$ cat src/rtl/uart_rx_fifo_1318_if.sv
// Byte-stream and host-read signals between the UART receiver, the receive FIFO and the host.
// The receiver/host side uses the master modport; the FIFO uses the slave modport.
interface uart_rx_fifo_1318_if #(
  parameter int DEPTH_LOG2 = 4,
  parameter int WIDTH      = 8
);
  logic                  Ok_Data_Rx;
  logic [WIDTH-1:0]      Rx_Data_In;
  logic                  Rd_En;
  logic                  Clr_Ovf;
  logic [WIDTH-1:0]      Rd_Data;
  logic                  Rd_Valid;
  logic                  Empty;
  logic                  Full;
  logic [DEPTH_LOG2:0]   Count;
  logic                  Overflow;

  modport master (
    output Ok_Data_Rx, Rx_Data_In, Rd_En, Clr_Ovf,
    input  Rd_Data, Rd_Valid, Empty, Full, Count, Overflow
  );

  modport slave (
    input  Ok_Data_Rx, Rx_Data_In, Rd_En, Clr_Ovf,
    output Rd_Data, Rd_Valid, Empty, Full, Count, Overflow
  );
endinterface

$ cat src/rtl/uart_rx_fifo_1318.sv
// Receive-side circular FIFO: captures one byte per rising edge of Ok_Data_Rx and
// hands bytes to the host through a registered read port with fill-level status.
module uart_rx_fifo_1318 #(
  parameter int DEPTH_LOG2 = 4,
  parameter int WIDTH      = 8
) (
  input logic                Clk_RX,
  input logic                Reset_R,
  uart_rx_fifo_1318_if.slave bus
);
  localparam int DEPTH = 2 ** DEPTH_LOG2;
  localparam logic [DEPTH_LOG2-1:0] PTR_ONE  = DEPTH_LOG2'(1);
  localparam logic [DEPTH_LOG2:0]   CNT_ONE  = (DEPTH_LOG2 + 1)'(1);
  localparam logic [DEPTH_LOG2:0]   CNT_FULL = (DEPTH_LOG2 + 1)'(DEPTH);

  logic [WIDTH-1:0]      mem [DEPTH];
  logic [DEPTH_LOG2-1:0] wr_ptr;
  logic [DEPTH_LOG2-1:0] rd_ptr;
  logic [DEPTH_LOG2:0]   count;
  logic                  ok_d;
  logic                  overflow;
  logic                  rd_valid;
  logic [WIDTH-1:0]      rd_data;

  logic empty;
  logic full;
  logic wr_stb;
  logic rd_go;
  logic wr_acc;
  logic wr_drop;

  assign empty   = (count == '0);
  assign full    = (count == CNT_FULL);
  assign wr_stb  = bus.Ok_Data_Rx & ~ok_d;
  assign rd_go   = bus.Rd_En & ~empty;
  // A read on the same edge frees the slot, so a write at full is still accepted.
  assign wr_acc  = wr_stb & (~full | rd_go);
  assign wr_drop = wr_stb & full & ~rd_go;

  // NOTE: storage has no reset so it maps onto plain RAM; only pointers and count define validity.
  always_ff @(posedge Clk_RX) begin
    if (wr_acc) mem[wr_ptr] <= bus.Rx_Data_In;
  end

  // ok_d resets high so a byte-ready level already present at reset release is ignored.
  // NOTE: all sequential state uses non-blocking assignment so every register sees pre-edge values.
  always_ff @(posedge Clk_RX or negedge Reset_R) begin
    if (!Reset_R) begin
      ok_d     <= 1'b1;
      wr_ptr   <= '0;
      rd_ptr   <= '0;
      count    <= '0;
      overflow <= 1'b0;
      rd_valid <= 1'b0;
      rd_data  <= '0;
    end else begin
      ok_d     <= bus.Ok_Data_Rx;
      rd_valid <= rd_go;

      if (wr_acc) wr_ptr <= wr_ptr + PTR_ONE;

      if (rd_go) begin
        rd_data <= mem[rd_ptr];
        rd_ptr  <= rd_ptr + PTR_ONE;
      end

      case ({wr_acc, rd_go})
        2'b10:   count <= count + CNT_ONE;
        2'b01:   count <= count - CNT_ONE;
        default: count <= count;
      endcase

      // Setting on a dropped byte takes priority over a simultaneous clear.
      if (wr_drop)          overflow <= 1'b1;
      else if (bus.Clr_Ovf) overflow <= 1'b0;
    end
  end

  assign bus.Rd_Data  = rd_data;
  assign bus.Rd_Valid = rd_valid;
  assign bus.Empty    = empty;
  assign bus.Full     = full;
  assign bus.Count    = count;
  assign bus.Overflow = overflow;
endmodule

$ cat src/flat_wrapper.sv
// flat-port wrapper written by rule: the top's interface ports become plain ports
module uart_rx_fifo_1318_flat 
#(
  parameter int DEPTH_LOG2 = 4,
  parameter int WIDTH      = 8
)
  (Clk_RX, Reset_R, bus_Ok_Data_Rx, bus_Rx_Data_In, bus_Rd_En, bus_Clr_Ovf, bus_Rd_Data, bus_Rd_Valid, bus_Empty, bus_Full, bus_Count, bus_Overflow);
  uart_rx_fifo_1318_if #(.DEPTH_LOG2(DEPTH_LOG2), .WIDTH(WIDTH)) bus_i ();
  input logic Clk_RX;
  input logic Reset_R;
  input wire logic [$bits(bus_i.Ok_Data_Rx)-1:0] bus_Ok_Data_Rx;
  input wire logic [$bits(bus_i.Rx_Data_In)-1:0] bus_Rx_Data_In;
  input wire logic [$bits(bus_i.Rd_En)-1:0] bus_Rd_En;
  input wire logic [$bits(bus_i.Clr_Ovf)-1:0] bus_Clr_Ovf;
  output wire logic [$bits(bus_i.Rd_Data)-1:0] bus_Rd_Data;
  output wire logic [$bits(bus_i.Rd_Valid)-1:0] bus_Rd_Valid;
  output wire logic [$bits(bus_i.Empty)-1:0] bus_Empty;
  output wire logic [$bits(bus_i.Full)-1:0] bus_Full;
  output wire logic [$bits(bus_i.Count)-1:0] bus_Count;
  output wire logic [$bits(bus_i.Overflow)-1:0] bus_Overflow;
  assign bus_i.Ok_Data_Rx = bus_Ok_Data_Rx;
  assign bus_i.Rx_Data_In = bus_Rx_Data_In;
  assign bus_i.Rd_En = bus_Rd_En;
  assign bus_i.Clr_Ovf = bus_Clr_Ovf;
  assign bus_Rd_Data = bus_i.Rd_Data;
  assign bus_Rd_Valid = bus_i.Rd_Valid;
  assign bus_Empty = bus_i.Empty;
  assign bus_Full = bus_i.Full;
  assign bus_Count = bus_i.Count;
  assign bus_Overflow = bus_i.Overflow;
  uart_rx_fifo_1318 #(.DEPTH_LOG2(DEPTH_LOG2), .WIDTH(WIDTH)) u_core (.Clk_RX(Clk_RX), .Reset_R(Reset_R), .bus(bus_i));
endmodule
$ cat config.mk
export PLATFORM = sky130hd
export DESIGN_NAME = uart_rx_fifo_1318_flat
export DESIGN_NICKNAME = d
export VERILOG_FILES = /design/src/rtl/uart_rx_fifo_1318_if.sv /design/src/rtl/uart_rx_fifo_1318.sv /design/src/flat_wrapper.sv
export SDC_FILE = /design/constraint.sdc
export NUM_CORES = 1
export LEC_CHECK = 0
export ABC_AREA = 1
export CAP_MARGIN = 30
export CORE_ASPECT_RATIO = 1.5
export CORE_UTILIZATION = 55
export DETAILED_ROUTE_END_ITERATION = 8
export GPL_TIMING_DRIVEN = 0
export PLACE_DENSITY = 0.73
export REMOVE_ABC_BUFFERS = 1
export SLEW_MARGIN = 5
export SYNTH_ARGS = -nofsm -noshare
export SYNTH_HDL_FRONTEND = slang
export SYNTH_SLANG_ARGS = --single-unit
$ cat constraint.sdc
create_clock -name Clk_RX -period 2.35 [get_ports Clk_RX]
set_input_delay 0.5875 -clock Clk_RX [delete_from_list [all_inputs] [get_ports Clk_RX]]
set_output_delay 0.5875 -clock Clk_RX [all_outputs]
set_load 0.02 [all_outputs]
==> results.cfg <==
[status]
status = finished, final reports clean

[clock_tree]
clk_pin_slew_ns = 0.06
clk_path_buf_depth = 2
cts_made_buffers = 17
cts-root-buf = clkbuf_16
cts_max_level = 4
clk_latency_ns = 0.42
hold_buffers = 0
postCtsSetupBuffers = 0
cts_tree = done
cts_sinks = 152

[synthesis]
ys_types = 29
synth_compound_area_share_pct = 1.65
netlist_area_um2 = 6730
synth-edff-count = 128
seq_area_frac_synth_pct = 66.1
netlist_instances = 641
synth.avg_cell_area_um2 = 10.5
yosys-top-cells-count = nand2_1 (225), edfxtp_1 (128), inv_1 (86), nand3_1 (86), dfrtp_1 (23)
async_reset_ff_share_pct = 15.8
yosys.area_share.simple_pct = 20.7
synth_area_leaders = edfxtp_1 (57%), nand2_1 (13%), dfrtp_1 (8.6%)
yosys.area.top_type = edfxtp_1
synth_most_common_cell = nand2_1
synth-seq-cells = 152
synth_xor_area_share_pct = 1.28
synth_top_area_share_pct = 57.1
synth_top_family_by_area = simple AND/OR/NAND/NOR gates
ys.flop_type = edfxtp_1
synth_fa_ha_area_share_pct = 1.79
yosysWarnings = 0
yosys-mux-area-fraction_pct = 0

[routing]
routed_wl_um = 13900
avgRoutedWirePerCell_um = 16.8
antenna_left = 0
drtIter0Drc = 296
via_per_inst = 5.28
drc = 0
dr.pass1.iters = 5
via_count = 4389

[timing]
skew_ns = 0.00937
fin_crit_sh_pct = 94.2
setup_viol_count_final = 0
period_needed_ns = 2.21
fmaxAchievable_mhz = 452
rsz0062_at_grt = false
hold_viol = 0
drv_slew = 0
relSlewSlack_pct = 47.1
setup_ws_ns = 0.135
worstMarginPinSlew_ns = 0.791

[die]
start_util_pct = 56.3
coreArea_um2 = 12000
die_w_um = 92.3
placementRows = 49
die-area_um2 = 12700
fp.dieH_um = 137
io_pins = 30

[final_layout]
final_util_pct = 64.1
n_antenna_cell = 0
final_nets = 687
area_growth_pct = 13.8
drive_above_1_share_pct = 9.14
post-route-cell-area_um2 = 7660

[place]
place.gp.congestion = 0.783
dpl-instance-area_um2 = 7040
port_buffers = 29
dp_slack_ns = -0.463
dp_hpwl_um = 8940

[global_route]
grt_pass1_wl_um = 21800
grt_max_degree = 58
overflow = 0
antenna_found_initial = 0
grtUsageTotal_pct = 23.7
grt_pass1_vias = 4367

[flow_run]
cap_viol_max_count = 0

[worst_setup_path]
r2r_slack_ns = 0.16
path_cells = nor2_2 > nand3_2 > inv_1 > dlygate4sd2_1
arrival_ns = 1.63
r2r_cells = 8
endpoint = bus_Full
critPathKind = flip-flop to primary output
crit_fanout = 5
cp-startpoint = u_core.bus.Count[0]$_DFFE_PN0P_
r2r_end = u_core.bus.Rd_Data[7]$_DFFE_PN0P_
worst_setup_path_end_kind = primary output
cp_num_buf_inv = 2
startpoint_type = flip-flop
path_depth = 4
cpPeakStageDelay_ns = 0.46
crit_family = flip-flops
worstPathRequired_ns = 1.76
cpMaxStageDelayCell = dfrtp_1
r2r_start = u_core.rd_ptr[1]$_DFFE_PN0P_

[pwr]
max-vdd-ir-drop_v = 0.000680
p_per_area_nw_per_um2 = 1200
finalPower_uw = 9160
p_leak_uw = 0.00326

[worst_hold_path]
hp-class = flip-flop to flip-flop
## cell families after synthesis
logic type / after synthesis
buffers and inverters: 120
XOR/XNOR: 9
adder cells (fa/ha/maj): 9
flip-flops: 152
AO/OA/AOI/OAI: 16
AND/OR/NAND/NOR: 335
## worst reg2reg max path, stage by stage, from the launching register on
cell     delay [ns]
dfrtp_1        0.65
buf_8          0.30
inv_2          0.48
nand2_1        0.17
nand3_1        0.14
nand3_1        0.12
nand2_1        0.14
nand2_1        0.07
nand2_1        0.06
## worst min-delay path by stage
stage	startpoint	end	slack, ns	depth (start not counted)
floorplan	Reset_R	u_core.bus.Count[0]$_DFFE_PN0P_	0.29	0
global placement	u_core.bus.Rd_Data[6]$_DFFE_PN0P_	u_core.bus.Rd_Data[6]$_DFFE_PN0P_	0.46	2
detailed placement	u_core.bus.Rd_Data[6]$_DFFE_PN0P_	u_core.bus.Rd_Data[6]$_DFFE_PN0P_	0.46	2
CTS	u_core.bus.Rd_Data[6]$_DFFE_PN0P_	u_core.bus.Rd_Data[6]$_DFFE_PN0P_	0.48	2
global route	u_core.bus.Rd_Data[5]$_DFFE_PN0P_	u_core.bus.Rd_Data[5]$_DFFE_PN0P_	0.50	2
finish	u_core.bus.Rd_Data[6]$_DFFE_PN0P_	u_core.bus.Rd_Data[6]$_DFFE_PN0P_	0.48	2
## routing by layer
metal | track usage [%] | vias up | routed length, um
li1 | - | 2125 | -
met1 | 25.9 | 2077 | 5100
met2 | 41.2 | 146 | 7380
met3 | 5.30 | 41 | 686
met4 | 15.9 | 0 | 764
met5 | 0 | - | 0
## registers in the layout (all words and copies together), names as in the netlist
| register | flops |
|---|---|
| u_core.bus.Count | 5 |
| u_core.ok_d | 1 |
| u_core.wr_ptr | 4 |
| u_core.rd_ptr | 4 |
| u_core.mem | 128 |
| u_core.bus.Rd_Valid | 1 |
| u_core.bus.Overflow | 1 |
| u_core.bus.Rd_Data | 8 |
## stage by stage
| stage | hold WS, ns | instances | setup TNS, ns |
|---|---|---|---|
| finish | 0.479 | 831 | 0 |
| CTS | 0.481 | 831 | 0 |
| floorplan | 0.292 | 614 | -3.30 |
| global placement | 0.465 | 796 | -56.97 |
| detailed placement | 0.465 | 799 | -46.22 |
| global route | 0.498 | 831 | 0 |
## timing repair
item	4_1_cts	5_1_grt
hold endpoints to repair	0	0
endpoints found under the setup margin	24	104
cloned	0	0
resized for setup	5	15
## layout by cell type (no fill, tap or decap), types with 2 or more instances in the layout
master,n
nor2_1,6
ha_1,8
clkbuf_1,3
o21ai_0,2
nor2_2,13
xor2_1,6
nand2_1,225
dfrtp_1,22
clkbuf_16,19
clkdlybuf4s50_1,27
dlygate4sd2_1,2
clkinv_1,2
o21ai_1,2
buf_8,2
inv_1,85
xnor2_1,2
clkinv_2,2
clkinvlp_4,4
o211ai_1,8
nand3_2,2
edfxtp_1,128
clkbuf_8,4
o21ai_2,2
nand3_1,86
inv_2,5
## cell type report
cell class,instances,area [um2]
sequential,152,4450
timing repair buffer,32,338
inverter,93,358
fill,924,4300
clock buffer,26,542
clock inverter,6,36.3
multi-input combinational,369,1750
tap,153,191
## power by group
group	internal [uW]	switching (uW)	total, uW	leakage [uW]
logic	1030	1970	3000	0.00154
clock network	1580	986	2570	0.000276
registers	3220	366	3590	0.00144
Power figures use the tool's default switching activity.
